File: src/rtl/aq_iu_ag_sched.sv
// ---------------------------------------------------------------------------
// AqIuAgSched -- scheduler in front of the shared address-generator adder.
//
// Two requesters compete for one adder.  req0 carries the BJU jump/branch
// target computation; req1 carries auipc / secondary address work.  A granted
// request is copied into an operand register and presented to the adder for
// exactly one cycle (CALC).  The adder sum is captured and offered on the
// result handshake (HOLD) until the consumer takes it.
//
// Optional feature macro: AQ_IU_AG_SCHED_RR_EN
//   undefined : fixed priority, req0 wins over req1 (no pointer state)
//   defined   : round-robin with a 1-bit pointer that favours the requester
//               not granted last; the pointer resets to favour req0
//
// Ports
//   forever_cpuclk           in   clock, all state changes on rising edge
//   cpurst                   in   synchronous active-high reset
//   req0_* / req1_*          in   valid, use_pc, pc[39:0], src0[63:0],
//                                 offset[63:0] per requester
//   req0_rdy / req1_rdy      out  grant; transfer when vld and rdy both high
//   sched_ag_use_pc          out  adder operand: select pc instead of src0
//   sched_ag_cur_pc[39:0]    out  adder operand: pc
//   sched_ag_src0[63:0]      out  adder operand: src0
//   sched_ag_offset[63:0]    out  adder operand: offset
//   sched_ag_offset_sel      out  adder: add the offset
//   sched_ag_gateclk_sel     out  adder: enable its clock gate this cycle
//   ag_sched_pc[63:0]        in   combinational adder sum for this cycle
//   res_vld / res_rdy        out/in result handshake
//   res_id                   out  0 = req0, 1 = req1
//   res_pc[63:0]             out  full 64-bit adder sum
//   iu_flush                 in   pipeline flush, kills any request in flight
// ---------------------------------------------------------------------------
module aq_iu_ag_sched (
  input  logic        forever_cpuclk,
  input  logic        cpurst,
  input  logic        req0_vld,
  input  logic        req0_use_pc,
  input  logic [39:0] req0_pc,
  input  logic [63:0] req0_src0,
  input  logic [63:0] req0_offset,
  output logic        req0_rdy,
  input  logic        req1_vld,
  input  logic        req1_use_pc,
  input  logic [39:0] req1_pc,
  input  logic [63:0] req1_src0,
  input  logic [63:0] req1_offset,
  output logic        req1_rdy,
  output logic        sched_ag_use_pc,
  output logic [39:0] sched_ag_cur_pc,
  output logic [63:0] sched_ag_src0,
  output logic [63:0] sched_ag_offset,
  output logic        sched_ag_offset_sel,
  output logic        sched_ag_gateclk_sel,
  input  logic [63:0] ag_sched_pc,
  output logic        res_vld,
  output logic        res_id,
  output logic [63:0] res_pc,
  input  logic        res_rdy,
  input  logic        iu_flush
);

  typedef enum logic [1:0] {
    IDLE = 2'd0,
    CALC = 2'd1,
    HOLD = 2'd2
  } stateT;

  stateT       r_state;
  stateT       w_nextState;

  logic        r_opUsePc;
  logic [39:0] r_opPc;
  logic [63:0] r_opSrc0;
  logic [63:0] r_opOffset;
  logic        r_opId;

  logic [63:0] r_resPc;
  logic        r_resId;

  logic        w_grantWindow;
  logic        w_pick1;
  logic        w_grant0;
  logic        w_grant1;
  logic        w_anyGrant;

`ifdef AQ_IU_AG_SCHED_RR_EN
  // r_rrPtr = 1 means req1 wins when both requesters are valid.
  logic        r_rrPtr;
`endif

  // A grant may only be issued when the adder slot is free: either nothing
  // is in flight (IDLE) or the held result is being consumed right now, which
  // allows back-to-back operation.  Reset and flush suppress every grant.
  always_comb begin
    w_grantWindow = 1'b0;
    if (!cpurst && !iu_flush) begin
      w_grantWindow = (r_state == IDLE) || ((r_state == HOLD) && res_rdy);
    end
  end

  // Arbitration.  w_pick1 says req1 is the chosen requester; otherwise req0
  // takes the slot when it is valid.
  always_comb begin
`ifdef AQ_IU_AG_SCHED_RR_EN
    w_pick1 = req1_vld && (!req0_vld || r_rrPtr);
`else
    w_pick1 = req1_vld && !req0_vld;
`endif
    w_grant0   = w_grantWindow && req0_vld && !w_pick1;
    w_grant1   = w_grantWindow && w_pick1;
    w_anyGrant = w_grant0 || w_grant1;
  end

  // State register.  Reset dominates everything else.
  always_ff @(posedge forever_cpuclk) begin
    if (cpurst) begin
      r_state <= IDLE;
    end else begin
      r_state <= w_nextState;
    end
  end

  // Next-state logic.  Flush returns to IDLE from any state and wins over a
  // simultaneous result acceptance or grant.
  always_comb begin
    w_nextState = r_state;
    if (iu_flush) begin
      w_nextState = IDLE;
    end else begin
      case (r_state)
        IDLE: begin
          if (w_anyGrant) begin
            w_nextState = CALC;
          end
        end
        CALC: begin
          w_nextState = HOLD;
        end
        HOLD: begin
          if (res_rdy) begin
            w_nextState = w_anyGrant ? CALC : IDLE;
          end
        end
        default: begin
          w_nextState = IDLE;
        end
      endcase
    end
  end

  // Output decode.  The adder sees operands only during CALC, and nothing at
  // all while reset is asserted, so it can stay clock-gated the rest of the
  // time.
  always_comb begin
    req0_rdy             = w_grant0;
    req1_rdy             = w_grant1;
    res_vld              = (r_state == HOLD);
    res_id               = r_resId;
    res_pc               = r_resPc;
    sched_ag_use_pc      = 1'b0;
    sched_ag_cur_pc      = 40'd0;
    sched_ag_src0        = 64'd0;
    sched_ag_offset      = 64'd0;
    sched_ag_offset_sel  = 1'b0;
    sched_ag_gateclk_sel = 1'b0;
    if ((r_state == CALC) && !cpurst) begin
      sched_ag_use_pc      = r_opUsePc;
      sched_ag_cur_pc      = r_opPc;
      sched_ag_src0        = r_opSrc0;
      sched_ag_offset      = r_opOffset;
      sched_ag_offset_sel  = 1'b1;
      sched_ag_gateclk_sel = 1'b1;
    end
  end

  // Operand register.  Loaded from the granted requester; a flush discards
  // whatever was captured so no stale operands survive into a later CALC.
  always_ff @(posedge forever_cpuclk) begin
    if (cpurst || iu_flush) begin
      r_opUsePc  <= 1'b0;
      r_opPc     <= 40'd0;
      r_opSrc0   <= 64'd0;
      r_opOffset <= 64'd0;
      r_opId     <= 1'b0;
    end else if (w_grant1) begin
      r_opUsePc  <= req1_use_pc;
      r_opPc     <= req1_pc;
      r_opSrc0   <= req1_src0;
      r_opOffset <= req1_offset;
      r_opId     <= 1'b1;
    end else if (w_grant0) begin
      r_opUsePc  <= req0_use_pc;
      r_opPc     <= req0_pc;
      r_opSrc0   <= req0_src0;
      r_opOffset <= req0_offset;
      r_opId     <= 1'b0;
    end
  end

  // Result register.  Captured only at the end of CALC, so res_pc and res_id
  // stay frozen for the whole of HOLD.  The adder sum is kept at full width.
  always_ff @(posedge forever_cpuclk) begin
    if (cpurst) begin
      r_resPc <= 64'd0;
      r_resId <= 1'b0;
    end else if ((r_state == CALC) && !iu_flush) begin
      r_resPc <= ag_sched_pc;
      r_resId <= r_opId;
    end
  end

`ifdef AQ_IU_AG_SCHED_RR_EN
  // Round-robin pointer: after each grant, favour the other requester.
  // Grants never occur under flush, so only an actual grant moves it.
  always_ff @(posedge forever_cpuclk) begin
    if (cpurst) begin
      r_rrPtr <= 1'b0;
    end else if (w_anyGrant) begin
      r_rrPtr <= w_grant0;
    end
  end
`endif

endmodule
File: config.mk
export PLATFORM = sky130hd
export DESIGN_NAME = aq_iu_ag_sched
export DESIGN_NICKNAME = d
export VERILOG_FILES = /design/src/rtl/aq_iu_ag_sched.sv
export SDC_FILE = /design/constraint.sdc
export NUM_CORES = 1
export LEC_CHECK = 0
export BUFFER_PORTS_ARGS = -buffer_cell sky130_fd_sc_hd__buf_2
export CORE_AREA = 2 2 250 252
export CTS_CLUSTER_DIAMETER = 80
export DETAILED_ROUTE_END_ITERATION = 6
export DIE_AREA = 0 0 252 254
export GPL_TIMING_DRIVEN = 0
export PLACE_DENSITY = 0.39
export SETUP_SLACK_MARGIN = 0.02
export SKIP_CTS_REPAIR_TIMING = 1
export SLEW_MARGIN = 20
export SYNTH_ARGS = -nofsm -noshare
export SYNTH_HDL_FRONTEND = slang
export SYNTH_SLANG_ARGS = --single-unit
File: constraint.sdc
create_clock -name forever_cpuclk -period 1.9 [get_ports forever_cpuclk]
set_clock_uncertainty 0.1 [all_clocks]
set_input_delay 0.19 -clock forever_cpuclk [delete_from_list [all_inputs] [get_ports forever_cpuclk]]
set_output_delay 0.19 -clock forever_cpuclk [all_outputs]
set_load 0.02 [all_outputs]
==> flow_results.xml, run 1 <==
<?xml version="1.0" encoding="UTF-8"?>
<metrics>
  <group name="run_status">
    <metric name="status" unit="">complete, but fails checks</metric>
    <metric name="failed_checks" unit="">hold timing, setup timing</metric>
  </group>
  <group name="timing">
    <metric name="rsz0062_at_grt" unit="">yes</metric>
    <metric name="timing.final.hold_violations" unit="">1</metric>
    <metric name="slack_of_the_critical_path" unit="ns">-0.326</metric>
    <metric name="slew-limit-headroom" unit="%">49.3</metric>
    <metric name="final.hold.worst_slack" unit="ns">-0.0331</metric>
    <metric name="slew_violations" unit="">0</metric>
    <metric name="timing.final.crit_share" unit="%">117</metric>
    <metric name="clock.fmax" unit="MHz">449</metric>
    <metric name="tightestPinTransition" unit="ns">0.760</metric>
    <metric name="period_needed" unit="ns">2.23</metric>
    <metric name="finalSetupViolCount" unit="">247</metric>
  </group>
  <group name="logic_synthesis">
    <metric name="synth_compound_area_share" unit="%">35.5</metric>
    <metric name="synth_simple_gate_area_share" unit="%">15.1</metric>
    <metric name="yosys-top-cells-area" unit="">dfxtp_1 43%, o221ai_1 13%, a2bb2oi_2 13%</metric>
    <metric name="synth.net_count" unit="">1504</metric>
    <metric name="syn-cell-area" unit="sq mm">0.0110</metric>
    <metric name="synthDistinctLibCells" unit="">29</metric>
    <metric name="synth_adder_area_share" unit="%">0</metric>
    <metric name="syn_area_per_cell" unit="sq um">10.1</metric>
    <metric name="yosys_warnings" unit="">0</metric>
    <metric name="synth_seq_area_share" unit="%">43.0</metric>
    <metric name="netlist.area_leader.share" unit="%">43.0</metric>
    <metric name="yosys-mux-area-fraction" unit="%">0</metric>
    <metric name="yosys.area_share.xor_xnor" unit="%">0</metric>
    <metric name="synthesis.instances" unit="">1096</metric>
    <metric name="synth_area_leader_cell" unit="">dfxtp_1</metric>
    <metric name="postSynthRegisterBits" unit="">237</metric>
    <metric name="largest_family_of_logic_cells_by_synthesized_area" unit="">compound AO/OA/AOI/OAI gates</metric>
  </group>
  <group name="place">
    <metric name="io_buffer_count" unit="">646</metric>
    <metric name="gp_congestion" unit="">0.888</metric>
    <metric name="dp.final_hpwl" unit="microns">43700</metric>
    <metric name="place_worst_setup_slack" unit="ns">-1.25</metric>
  </group>
  <group name="critical_path">
    <metric name="critical_path_class" unit="">flip-flop to primary output</metric>
    <metric name="worst_setup_path_start_kind" unit="">flip-flop</metric>
    <metric name="timing.critical_path.arrival" unit="ns">1.94</metric>
    <metric name="r2r_start" unit="">r_state[1]</metric>
    <metric name="r2r_slack" unit="ns">-0.06</metric>
    <metric name="timing.reg2reg.worst_path_depth" unit="">9</metric>
    <metric name="worstPathMaxFanout" unit="">6</metric>
    <metric name="crit_required" unit="ns">1.61</metric>
    <metric name="endpoint_kind" unit="">primary output</metric>
    <metric name="regToRegEndpoint" unit="">r_opOffset[25]</metric>
  </group>
  <group name="route">
    <metric name="m1WireLength" unit="microns">23400</metric>
    <metric name="routed_via_density" unit="">4.51</metric>
    <metric name="drtPass1Iterations" unit="">7</metric>
    <metric name="vias" unit="">13522</metric>
    <metric name="routedWlPerCell" unit="microns">19.9</metric>
    <metric name="wl_met3" unit="microns">3620</metric>
    <metric name="dr_wl_met2" unit="microns">29900</metric>
    <metric name="detail_route.drc_violations" unit="">0</metric>
    <metric name="drt_wirelength" unit="microns">59500</metric>
    <metric name="drt_iter0_drc" unit="">765</metric>
    <metric name="top_signal_layer_used" unit="">met5</metric>
    <metric name="drt.antenna.violating_nets" unit="">0</metric>
  </group>
  <group name="grt">
    <metric name="first_global_vias" unit="">11591</metric>
    <metric name="grt_overflow" unit="">0</metric>
    <metric name="wire_length_of_the_first_global_routing_pass" unit="microns">76000</metric>
    <metric name="globalRouteTotalUtil" unit="%">15.9</metric>
    <metric name="antenna_found_initial" unit="">2</metric>
    <metric name="grt_start_max_net_pins" unit="">15</metric>
  </group>
  <group name="cts">
    <metric name="clock_insertion_delay_worst_skew" unit="ns">0.56</metric>
    <metric name="cts.sink_count" unit="">237</metric>
    <metric name="cts.reportedPaths.clkPinSlew" unit="ns">0.06</metric>
    <metric name="tritoncts.num_buffers" unit="">30</metric>
    <metric name="clk_path_buf_depth" unit="">3</metric>
    <metric name="htree_num_levels" unit="">1</metric>
    <metric name="cts-root-buf" unit="">clkbuf_16</metric>
    <metric name="tritoncts" unit="">built</metric>
  </group>
  <group name="floorplanning">
    <metric name="die_width" unit="microns">252</metric>
    <metric name="placeable_core_area" unit="sq mm">0.0613</metric>
    <metric name="initial_core_util" unit="%">18.0</metric>
    <metric name="floorplan.rows" unit="">91</metric>
    <metric name="fp.dieArea" unit="sq mm">0.0640</metric>
    <metric name="count_of_boundary_i_o_pins" unit="">647</metric>
    <metric name="die_h" unit="microns">254</metric>
  </group>
  <group name="power_and_ir_drop">
    <metric name="ir_worst_vdd" unit="mV">0.622</metric>
    <metric name="power.density_cell_area" unit="mW/mm^2">658</metric>
    <metric name="power_leakage" unit="nW">9.29</metric>
  </group>
  <group name="final_layout">
    <metric name="utilization_after_layout" unit="%">35.4</metric>
    <metric name="final_layout_size_suffix_gt1_share" unit="%">43.8</metric>
    <metric name="areaGrowthSynthToFinish" unit="%">96.7</metric>
    <metric name="layout_commonest_cell" unit="">buf_2</metric>
    <metric name="final_cell_mix" unit="">502 x buf_2, 399 x dlygate4sd3_1, 235 x dfxtp_1</metric>
    <metric name="fin_nets" unit="">2590</metric>
  </group>
  <group name="worst_hold_path">
    <metric name="timing.hold.worst.class" unit="">primary input to flip-flop</metric>
    <metric name="min_path_cells" unit="">3</metric>
    <metric name="whs_endpoint" unit="">r_opOffset[6]</metric>
    <metric name="worst_hold_path_startpoint" unit="">req0_offset[6]</metric>
  </group>
  <group name="run">
    <metric name="max_cap_violations" unit="">0</metric>
  </group>
</metrics>
## worst max path at each step
| stage | startpoint | slack, ns | endpoint |
|---|---|---|---|
| floorplan | r_state[1] | 0.28 | sched_ag_cur_pc[30] |
| global placement | r_state[1] | -1.21 | sched_ag_src0[60] |
| detailed placement | r_state[1] | -1.25 | sched_ag_src0[60] |
| CTS | r_state[1] | -1.87 | sched_ag_src0[60] |
| global route | r_state[1] | -0.43 | sched_ag_cur_pc[10] |
| finish | r_state[1] | -0.33 | sched_ag_cur_pc[7] |
## Yosys cell counts
library cell and count:
o22ai_1 1, buf_2 32, nand2_1 130, o21ai_2 1
buf_4 10, clkbuf_8 1, and2_1 170, o221ai_1 168
a211oi_1 1, a21oi_1 66, or2_1 1, nor3b_1 1
o31a_1 1, nor4_1 3, nor3_4 1, or3b_2 1
nor2b_1 2, nor2_4 1, a2bb2oi_2 96, buf_1 4
clkbuf_1 72, a2bb2oi_1 73, inv_2 1, buf_6 14
nand2b_1 3, inv_1 2, dfxtp_1 237, nor2_2 1
nor2_1 2
## per-layer routing
| layer | GRT usage, % | vias up |
|---|---|---|
| met5 | 0 | - |
| met4 | 5.83 | 2 |
| met3 | 3.65 | 181 |
| met2 | 28.4 | 607 |
| met1 | 18.5 | 6397 |
| li1 | - | 6335 |
## sequential cells by signal, indices dropped and copies added, names as in the netlist
| signal | count |
|---|---|
| r_opId | 1 |
| r_opOffset | 64 |
| r_opPc | 40 |
| r_opSrc0 | 64 |
| r_opUsePc | 1 |
| r_state | 2 |
| res_id | 1 |
| res_pc | 64 |
## logic make-up after synthesis
| kind of cell | count (synthesis) |
|---|---|
| AOI/OAI and AO/OA | 407 |
| and+or+nand+nor | 316 |
| DFF | 237 |
| buffers and inverters | 136 |
## report_power, final
part           total, mW  internal (mW)  switching (mW)
sequential          5.45           5.27           0.174
clock               5.93           3.59            2.35
combinational       2.89           1.66            1.23
total               14.3           10.5            3.75
## cell type report
cell class | instances | area, sq um
fillers | 6336 | 39600
repair buffers | 1057 | 8160
multi-input cells | 723 | 5810
flip-flops and latches | 237 | 4750
well taps | 790 | 988
plain buffers | 130 | 937
clock buffers | 42 | 867
clock inverters | 14 | 158
inverters | 3 | 11.3
diodes | 2 | 5.00
## metrics by stage
stage / std cells / area (sq um) / power [mW] / TNS [ns]
after floorplan: 1096 / 11000 / 6.69 / 0
after global placement: 2532 / 15200 / 7.61 / -161.29
after detailed placement: 2532 / 15200 / 7.63 / -166.72
after CTS: 2588 / 16300 / 13.7 / -252.00
after global routing: 2997 / 21700 / 14.9 / -73.80
final: 2998 / 21700 / 14.3 / -50.15
## worst max-delay path, cell delays in order, from the launching register on
cell and delay (ns):
dfxtp_2 0.32, nand2b_4 0.14, nor2_4 0.23, clkbuf_16 0.25
clkbuf_16 0.16, and2_4 0.15, buf_6 0.11
Power figures use the tool's default switching activity.
==> run 2: changes to the inputs <==
CORE_AREA = 2 2 252 254   (was 2 2 250 252)
CTS_BUF_LIST = sky130_fd_sc_hd__clkbuf_8   (was unset)
DIE_AREA = 0 0 254 256   (was 0 0 252 254)
PLACE_DENSITY = 0.4   (was 0.39)
clock period = 1.8 ns   (was 1.9 ns; I/O delays follow)
==> run 2 against run 1 <==
Compared with the run above:
- the flow finishes with violations (setup timing)
- worst setup slack lost 0.12 ns
- via count decreased by 0.11%
- utilization shrank 0.70 points
- largest power group is now sequential cells
- highest routed layer unchanged
==> flow_results.xml, run 2 (same netlist as run 1, synthesis figures left out) <==
<?xml version="1.0" encoding="UTF-8"?>
<metrics>
  <group name="final_layout">
    <metric name="layout_commonest_cell" unit="">buf_2</metric>
    <metric name="final_cell_mix" unit="">518 x buf_2, 407 x dlygate4sd3_1, 236 x dfxtp_1</metric>
    <metric name="areaGrowthSynthToFinish" unit="%">96.4</metric>
    <metric name="final_layout_size_suffix_gt1_share" unit="%">43.3</metric>
    <metric name="finalNonFillerCells" unit="">3088</metric>
    <metric name="fin_nets" unit="">2614</metric>
    <metric name="fillers" unit="">6444</metric>
  </group>
  <group name="critical_path">
    <metric name="crit_required" unit="ns">1.52</metric>
    <metric name="crit_family" unit="">buffers and inverters</metric>
    <metric name="endpoint_kind" unit="">primary output</metric>
    <metric name="critical_path_class" unit="">flip-flop to primary output</metric>
    <metric name="cp_cell_sequence" unit="">nand2b_4 &gt; nor2_4 &gt; buf_12 &gt; buf_12 &gt; buf_8 &gt; and2_4 &gt; buf_4</metric>
    <metric name="worst_setup_path_start_kind" unit="">flip-flop</metric>
    <metric name="timing.critical_path.from" unit="">r_state[1]</metric>
    <metric name="timing.critical_path.arrival" unit="ns">1.97</metric>
    <metric name="cp_slowest_stage_delay" unit="ns">0.34</metric>
    <metric name="crit_slowest_cell" unit="">dfxtp_4</metric>
    <metric name="timing.critical_path.mode_cell" unit="">buf_12</metric>
    <metric name="worstPathMaxFanout" unit="">10</metric>
    <metric name="worstPathBufferInverterCount" unit="">4</metric>
    <metric name="r2r_start" unit="">r_state[1]</metric>
  </group>
  <group name="route">
    <metric name="routed_via_density" unit="">4.37</metric>
    <metric name="drt.antenna.violating_nets" unit="">0</metric>
    <metric name="drtPass1Iterations" unit="">5</metric>
    <metric name="drt_wirelength" unit="microns">58700</metric>
    <metric name="vias" unit="">13507</metric>
    <metric name="drt_iter0_drc" unit="">759</metric>
    <metric name="routedWlPerCell" unit="microns">19.0</metric>
    <metric name="detail_route.drc_violations" unit="">0</metric>
  </group>
  <group name="floorplanning">
    <metric name="count_of_boundary_i_o_pins" unit="">647</metric>
    <metric name="die_h" unit="microns">256</metric>
    <metric name="initial_core_util" unit="%">17.7</metric>
    <metric name="floorplan.rows" unit="">92</metric>
    <metric name="die_width" unit="microns">254</metric>
    <metric name="fp.dieArea" unit="sq mm">0.0650</metric>
    <metric name="placeable_core_area" unit="sq mm">0.0624</metric>
  </group>
  <group name="power_and_ir_drop">
    <metric name="power.sequential.fraction" unit="%">39.7</metric>
    <metric name="power_frac_comb" unit="%">21.0</metric>
    <metric name="share_clk_of_total_power" unit="%">39.3</metric>
    <metric name="ir_worst_vdd" unit="mV">0.349</metric>
    <metric name="p_int" unit="mW">10.6</metric>
    <metric name="power.switching_fraction" unit="%">26.8</metric>
    <metric name="power_leakage" unit="nW">9.30</metric>
    <metric name="power.net_switching" unit="mW">3.88</metric>
    <metric name="power.density_cell_area" unit="mW/mm^2">668</metric>
  </group>
  <group name="timing">
    <metric name="slew_violations" unit="">0</metric>
    <metric name="slew-limit-headroom" unit="%">38.1</metric>
    <metric name="setup_total_negative_slack" unit="ns">-102.02</metric>
    <metric name="timing.final.crit_share" unit="%">125</metric>
    <metric name="slack_of_the_critical_path" unit="ns">-0.449</metric>
    <metric name="finalSetupViolCount" unit="">391</metric>
    <metric name="period_needed" unit="ns">2.25</metric>
    <metric name="timing.final.hold_violations" unit="">0</metric>
    <metric name="rsz0062_at_grt" unit="">yes</metric>
    <metric name="clock.fmax" unit="MHz">445</metric>
    <metric name="tightestPinTransition" unit="ns">0.928</metric>
  </group>
  <group name="grt">
    <metric name="globalRouteTotalUtil" unit="%">15.8</metric>
    <metric name="grt_start_max_net_pins" unit="">12</metric>
    <metric name="antenna_found_initial" unit="">4</metric>
    <metric name="wire_length_of_the_first_global_routing_pass" unit="microns">76700</metric>
    <metric name="grt_overflow" unit="">0</metric>
    <metric name="first_global_vias" unit="">11984</metric>
  </group>
  <group name="run">
    <metric name="max_cap_violations" unit="">0</metric>
  </group>
  <group name="worst_hold_path">
    <metric name="timing.hold.worst.class" unit="">primary input to flip-flop</metric>
    <metric name="worst_hold_path_startpoint" unit="">res_rdy</metric>
  </group>
  <group name="cts">
    <metric name="clk_path_buf_depth" unit="">3</metric>
    <metric name="cts-root-buf" unit="">clkbuf_8</metric>
    <metric name="tritoncts.num_buffers" unit="">47</metric>
    <metric name="htree_num_levels" unit="">2</metric>
    <metric name="tritoncts" unit="">built</metric>
    <metric name="clock_insertion_delay_worst_skew" unit="ns">0.58</metric>
    <metric name="cts.sink_count" unit="">237</metric>
    <metric name="cts.reportedPaths.clkPinSlew" unit="ns">0.06</metric>
  </group>
  <group name="run_status">
    <metric name="failed_checks" unit="">setup timing</metric>
    <metric name="status" unit="">complete, but fails checks</metric>
  </group>
  <group name="place">
    <metric name="dp.final_hpwl" unit="microns">43300</metric>
    <metric name="gp_congestion" unit="">0.997</metric>
    <metric name="count_of_placed_standard_cells_including_taps" unit="">2588</metric>
    <metric name="io_buffer_count" unit="">646</metric>
  </group>
</metrics>
## run 2: worst paths after layout
| check | endpoint | slack [ns] | cells after the start |
|---|---|---|---|
| max | sched_ag_offset[55] | -0.45 | 7 |
| min | r_opPc[6] | 0.06 | 5 |
| max reg2reg | r_opSrc0[50] | -0.32 | 7 |
| min reg2reg | res_pc[31] | 0.35 | 2 |
## run 2: layout make-up
class / instances / area (sq um) / share of cell area [%]
diodes: 6 / 15.0 / 0.0693
multi-input cells: 723 / 5770 / 26.7
inverters: 3 / 11.3 / 0.0520
clock buffers: 64 / 881 / 4.07
clock inverters: 15 / 88.8 / 0.410
flip-flops and latches: 237 / 4750 / 21.9
well taps: 846 / 1060 / 4.89
plain buffers: 133 / 946 / 4.37
repair buffers: 1061 / 8130 / 37.6
## run 2: through the flow
stage	util (%)	power (mW)	setup WS, ns	area, sq um	hold WS (ns)
finish	34.7	14.5	-0.449	21700	0.0565
global route	34.7	15.2	-0.558	21600	0.0536
CTS	26.1	13.9	-1.96	16300	-0.362
detailed placement	24.6	8.05	-1.27	15300	0.316
global placement	24.6	8.03	-1.22	15300	0.314
floorplan	-	7.07	0.192	11000	0.172
## run 2: power groups by stage
stage          Clock, mW  Combinational, mW  Sequential (mW)
2_1_floorplan          0               1.21             5.85
3_3_place_gp           0               2.19             5.83
3_5_place_dp           0               2.21             5.84
4_1_cts             5.95               2.22             5.74
5_1_grt             6.19               3.24             5.78
6_report            5.68               3.04             5.75
## run 2: worst min-delay path, delay by kind of cell
kind            cells  cell delay (ns)
buf+inv             2             0.25
simple gates        2             0.17
compound gates      1             0.08
## run 2: layer usage
layer / up-vias / track usage (%) / part of all wire [%]
met5: - / 0 / 0.017
met1: 6332 / 18.4 / 39
li1: 6383 / - / -
met3: 171 / 3.91 / 6.9
met2: 619 / 27.8 / 50
met4: 2 / 5.70 / 3.9
==> run 3: changes to the inputs <==
ABC_AREA = 1   (was unset)
CORE_AREA = 2 2 250 252   (was 2 2 252 254)
DIE_AREA = 0 0 252 254   (was 0 0 254 256)
PLACE_DENSITY = 0.44   (was 0.4)
==> run 3 against run 2 <==
Compared with the run above:
- the run still ends with setup timing left
- register-to-register slack got worse by 0.13 ns
- flip-flop and latch count unchanged
- utilization increased by 2.5 points
- wire length increased by 12%
- power decreased by 5.6%
- first-iteration DRC count increased by 5.1%
- clock-buffer cell count decreased by 9
- clock power decreased by 5.3%
- sequential share of layout area decreased by 1.1 points
- sequential power decreased by 5.2%
- design area increased by 5.3%
- critical path type unchanged
- highest routed layer unchanged
==> flow_results.xml, run 3 <==
<?xml version="1.0" encoding="UTF-8"?>
<metrics>
  <group name="run_status">
    <metric name="status" unit="">complete, but fails checks</metric>
    <metric name="failed_checks" unit="">setup timing</metric>
  </group>
  <group name="place">
    <metric name="gp_congestion" unit="">0.881</metric>
    <metric name="place_worst_setup_slack" unit="ns">-1.23</metric>
    <metric name="dpl-instance-area" unit="sq mm">0.0172</metric>
    <metric name="dp.final_hpwl" unit="microns">48600</metric>
    <metric name="io_buffer_count" unit="">646</metric>
  </group>
  <group name="logic_synthesis">
    <metric name="synthesis.instances" unit="">2301</metric>
    <metric name="yosys-top-cells-area" unit="">dfxtp_1 37%, nor2_1 20%, nand2_1 19%</metric>
    <metric name="yosys_warnings" unit="">0</metric>
    <metric name="synth_seq_area_share" unit="%">36.8</metric>
    <metric name="synth.net_count" unit="">2709</metric>
    <metric name="synthTopCellsByCount" unit="">681 x nor2_1, 641 x nand2_1, 347 x inv_1</metric>
    <metric name="most_common_cell_in_the_synthesized_netlist" unit="">nor2_1</metric>
    <metric name="synth_area_leader_cell" unit="">dfxtp_1</metric>
    <metric name="syn-cell-area" unit="sq mm">0.0129</metric>
    <metric name="yosys_most_used_dff" unit="">dfxtp_1</metric>
    <metric name="synthDistinctLibCells" unit="">17</metric>
    <metric name="postSynthRegisterBits" unit="">237</metric>
    <metric name="synth_enable_flop_cells" unit="">0</metric>
    <metric name="syn_area_per_cell" unit="sq um">5.60</metric>
    <metric name="netlist.area_leader.share" unit="%">36.8</metric>
    <metric name="synth-async-reset-ratio" unit="%">0</metric>
  </group>
  <group name="final_layout">
    <metric name="final_layout_size_suffix_gt1_share" unit="%">24.8</metric>
    <metric name="utilization_after_layout" unit="%">37.2</metric>
    <metric name="layout_commonest_cell" unit="">nand2_1</metric>
    <metric name="fillers" unit="">6691</metric>
    <metric name="fin_nets" unit="">3817</metric>
    <metric name="final_design_area_no_fill" unit="sq mm">0.0228</metric>
    <metric name="final_cell_mix" unit="">641 x nand2_1, 624 x nor2_1, 583 x buf_2</metric>
    <metric name="areaGrowthSynthToFinish" unit="%">76.8</metric>
  </group>
  <group name="grt">
    <metric name="grt_overflow" unit="">0</metric>
    <metric name="grt_use_met3" unit="%">5.19</metric>
    <metric name="globalRouteTotalUtil" unit="%">18.2</metric>
    <metric name="wire_length_of_the_first_global_routing_pass" unit="microns">88100</metric>
    <metric name="grt_start_max_net_pins" unit="">14</metric>
    <metric name="gr_peak_layer" unit="">met2</metric>
    <metric name="grt_use_met2" unit="%">31.0</metric>
    <metric name="first_global_vias" unit="">14778</metric>
    <metric name="antenna_found_initial" unit="">6</metric>
    <metric name="gr-usage-met1" unit="%">22.1</metric>
  </group>
  <group name="critical_path">
    <metric name="worstPathMaxFanout" unit="">10</metric>
    <metric name="endpoint_kind" unit="">primary output</metric>
    <metric name="critical_path_class" unit="">flip-flop to primary output</metric>
    <metric name="timing.critical_path.arrival" unit="ns">2.13</metric>
    <metric name="crit_required" unit="ns">1.52</metric>
    <metric name="worst_setup_path_start_kind" unit="">flip-flop</metric>
  </group>
  <group name="floorplanning">
    <metric name="die_h" unit="microns">254</metric>
    <metric name="placeable_core_area" unit="sq mm">0.0613</metric>
    <metric name="initial_core_util" unit="%">21.1</metric>
    <metric name="fp.dieArea" unit="sq mm">0.0640</metric>
    <metric name="floorplan.rows" unit="">91</metric>
    <metric name="die_width" unit="microns">252</metric>
    <metric name="count_of_boundary_i_o_pins" unit="">647</metric>
  </group>
  <group name="timing">
    <metric name="slew_violations" unit="">0</metric>
    <metric name="tightestPinTransition" unit="ns">0.907</metric>
    <metric name="finalSetupViolCount" unit="">392</metric>
    <metric name="clock.fmax" unit="MHz">415</metric>
    <metric name="period_needed" unit="ns">2.41</metric>
    <metric name="rsz0062_at_grt" unit="">yes</metric>
    <metric name="timing.final.crit_share" unit="%">134</metric>
    <metric name="timing.final.hold_violations" unit="">0</metric>
    <metric name="slew-limit-headroom" unit="%">39.5</metric>
    <metric name="slack_of_the_critical_path" unit="ns">-0.612</metric>
  </group>
  <group name="cts">
    <metric name="cts-root-buf" unit="">clkbuf_8</metric>
    <metric name="cts.reportedPaths.clkPinSlew" unit="ns">0.06</metric>
    <metric name="tritoncts" unit="">built</metric>
    <metric name="htree_num_levels" unit="">2</metric>
    <metric name="clock_insertion_delay_worst_skew" unit="ns">0.60</metric>
    <metric name="clk_path_buf_depth" unit="">3</metric>
    <metric name="cts.sink_count" unit="">237</metric>
    <metric name="tritoncts.num_buffers" unit="">49</metric>
  </group>
  <group name="route">
    <metric name="drtPass1Iterations" unit="">7</metric>
    <metric name="drt.antenna.violating_nets" unit="">0</metric>
    <metric name="vias" unit="">17191</metric>
    <metric name="detail_route.drc_violations" unit="">0</metric>
    <metric name="routedWlPerCell" unit="microns">15.5</metric>
    <metric name="drt_iter0_drc" unit="">798</metric>
    <metric name="routed_via_density" unit="">4.07</metric>
    <metric name="drt_wirelength" unit="microns">65500</metric>
  </group>
  <group name="power_and_ir_drop">
    <metric name="power.density_cell_area" unit="mW/mm^2">599</metric>
    <metric name="power_leakage" unit="nW">11.4</metric>
    <metric name="ir_worst_vdd" unit="mV">0.413</metric>
    <metric name="p_total" unit="mW">13.7</metric>
  </group>
  <group name="worst_hold_path">
    <metric name="timing.hold.worst.class" unit="">primary input to flip-flop</metric>
  </group>
  <group name="run">
    <metric name="max_cap_violations" unit="">0</metric>
  </group>
</metrics>
-- run 3: cell types whose count changed after synthesis, moves of 18 or more --
| cell | change |
|---|---|
| o221ai_1 | -168 |
| nand2_1 | +511 |
| nor2_1 | +679 |
| inv_1 | +345 |
| buf_2 | +18 |
| nand3_1 | +170 |
| and2_1 | -170 |
| a2bb2oi_2 | -96 |
| a2bb2oi_1 | -73 |
-- run 3: layout make-up --
class                           instances  area, sq um  share of cell area (%)
Timing Repair Buffer                 1057         7700                    33.8
Multi-Input combinational cell       1565         6440                    28.3
Sequential cell                       237         4740                    20.8
Inverter                              350         1320                    5.78
Tap cell                              790          988                    4.33
Clock buffer                           55          757                    3.32
Buffer                                149          724                    3.18
Clock inverter                         21          125                   0.549
Antenna cell                            1         2.50                  0.0110
-- run 3: cell families after synthesis --
group | after synthesis | synth area share (%)
AOI/OAI and AO/OA | 69 | 2.81
buffers and inverters | 499 | 15.1
DFF | 237 | 36.8
and+or+nand+nor | 1496 | 45.3
-- run 3: worst paths after layout --
path                    from                   to  slack [ns]  depth (start not counted)
setup / recovery  r_state[0]  sched_ag_offset[19]       -0.61                          8
hold / removal        cpurst            res_pc[8]        0.05                          3
setup reg to reg  r_state[0]       r_opOffset[23]       -0.45                          9
hold reg to reg   res_pc[29]           res_pc[29]        0.35                          2
-- run 3: stage by stage --
step	instances	hold WS, ns	TNS (ns)
6_report	4225	0.0466	-146.81
5_1_grt	4225	0.0470	-215.10
4_1_cts	3813	-0.355	-353.28
3_5_place_dp	3737	0.338	-258.51
3_3_place_gp	3737	0.338	-256.86
2_1_floorplan	2301	0.228	0
-- run 3: metal layers --
layer / part of all wire [%] / routed length, microns / vias up
li1: - / - / 8908
met5: 0.011 / 7 / -
met4: 3.0 / 1980 / 2
met3: 6.8 / 4440 / 137
met2: 48 / 31600 / 599
met1: 42 / 27500 / 7545
-- run 3: power by group --
group	leakage, nW	total [mW]	internal (mW)	switching (mW)
clock network	0.508	5.38	2.89	2.49
logic	8.99	2.83	1.35	1.47
registers	1.92	5.45	5.41	0.0454
total	11.4	13.7	9.65	4.01
-- run 3: worst max-delay path: stages (launching register included) --
cell and delay [ns]:
dfxtp_1 0.32, inv_1 0.08, nor2_2 0.13, inv_2 0.07, nor2_4 0.16, inv_6 0.08
clkbuf_4 0.26, nor2_1 0.19, buf_2 0.22
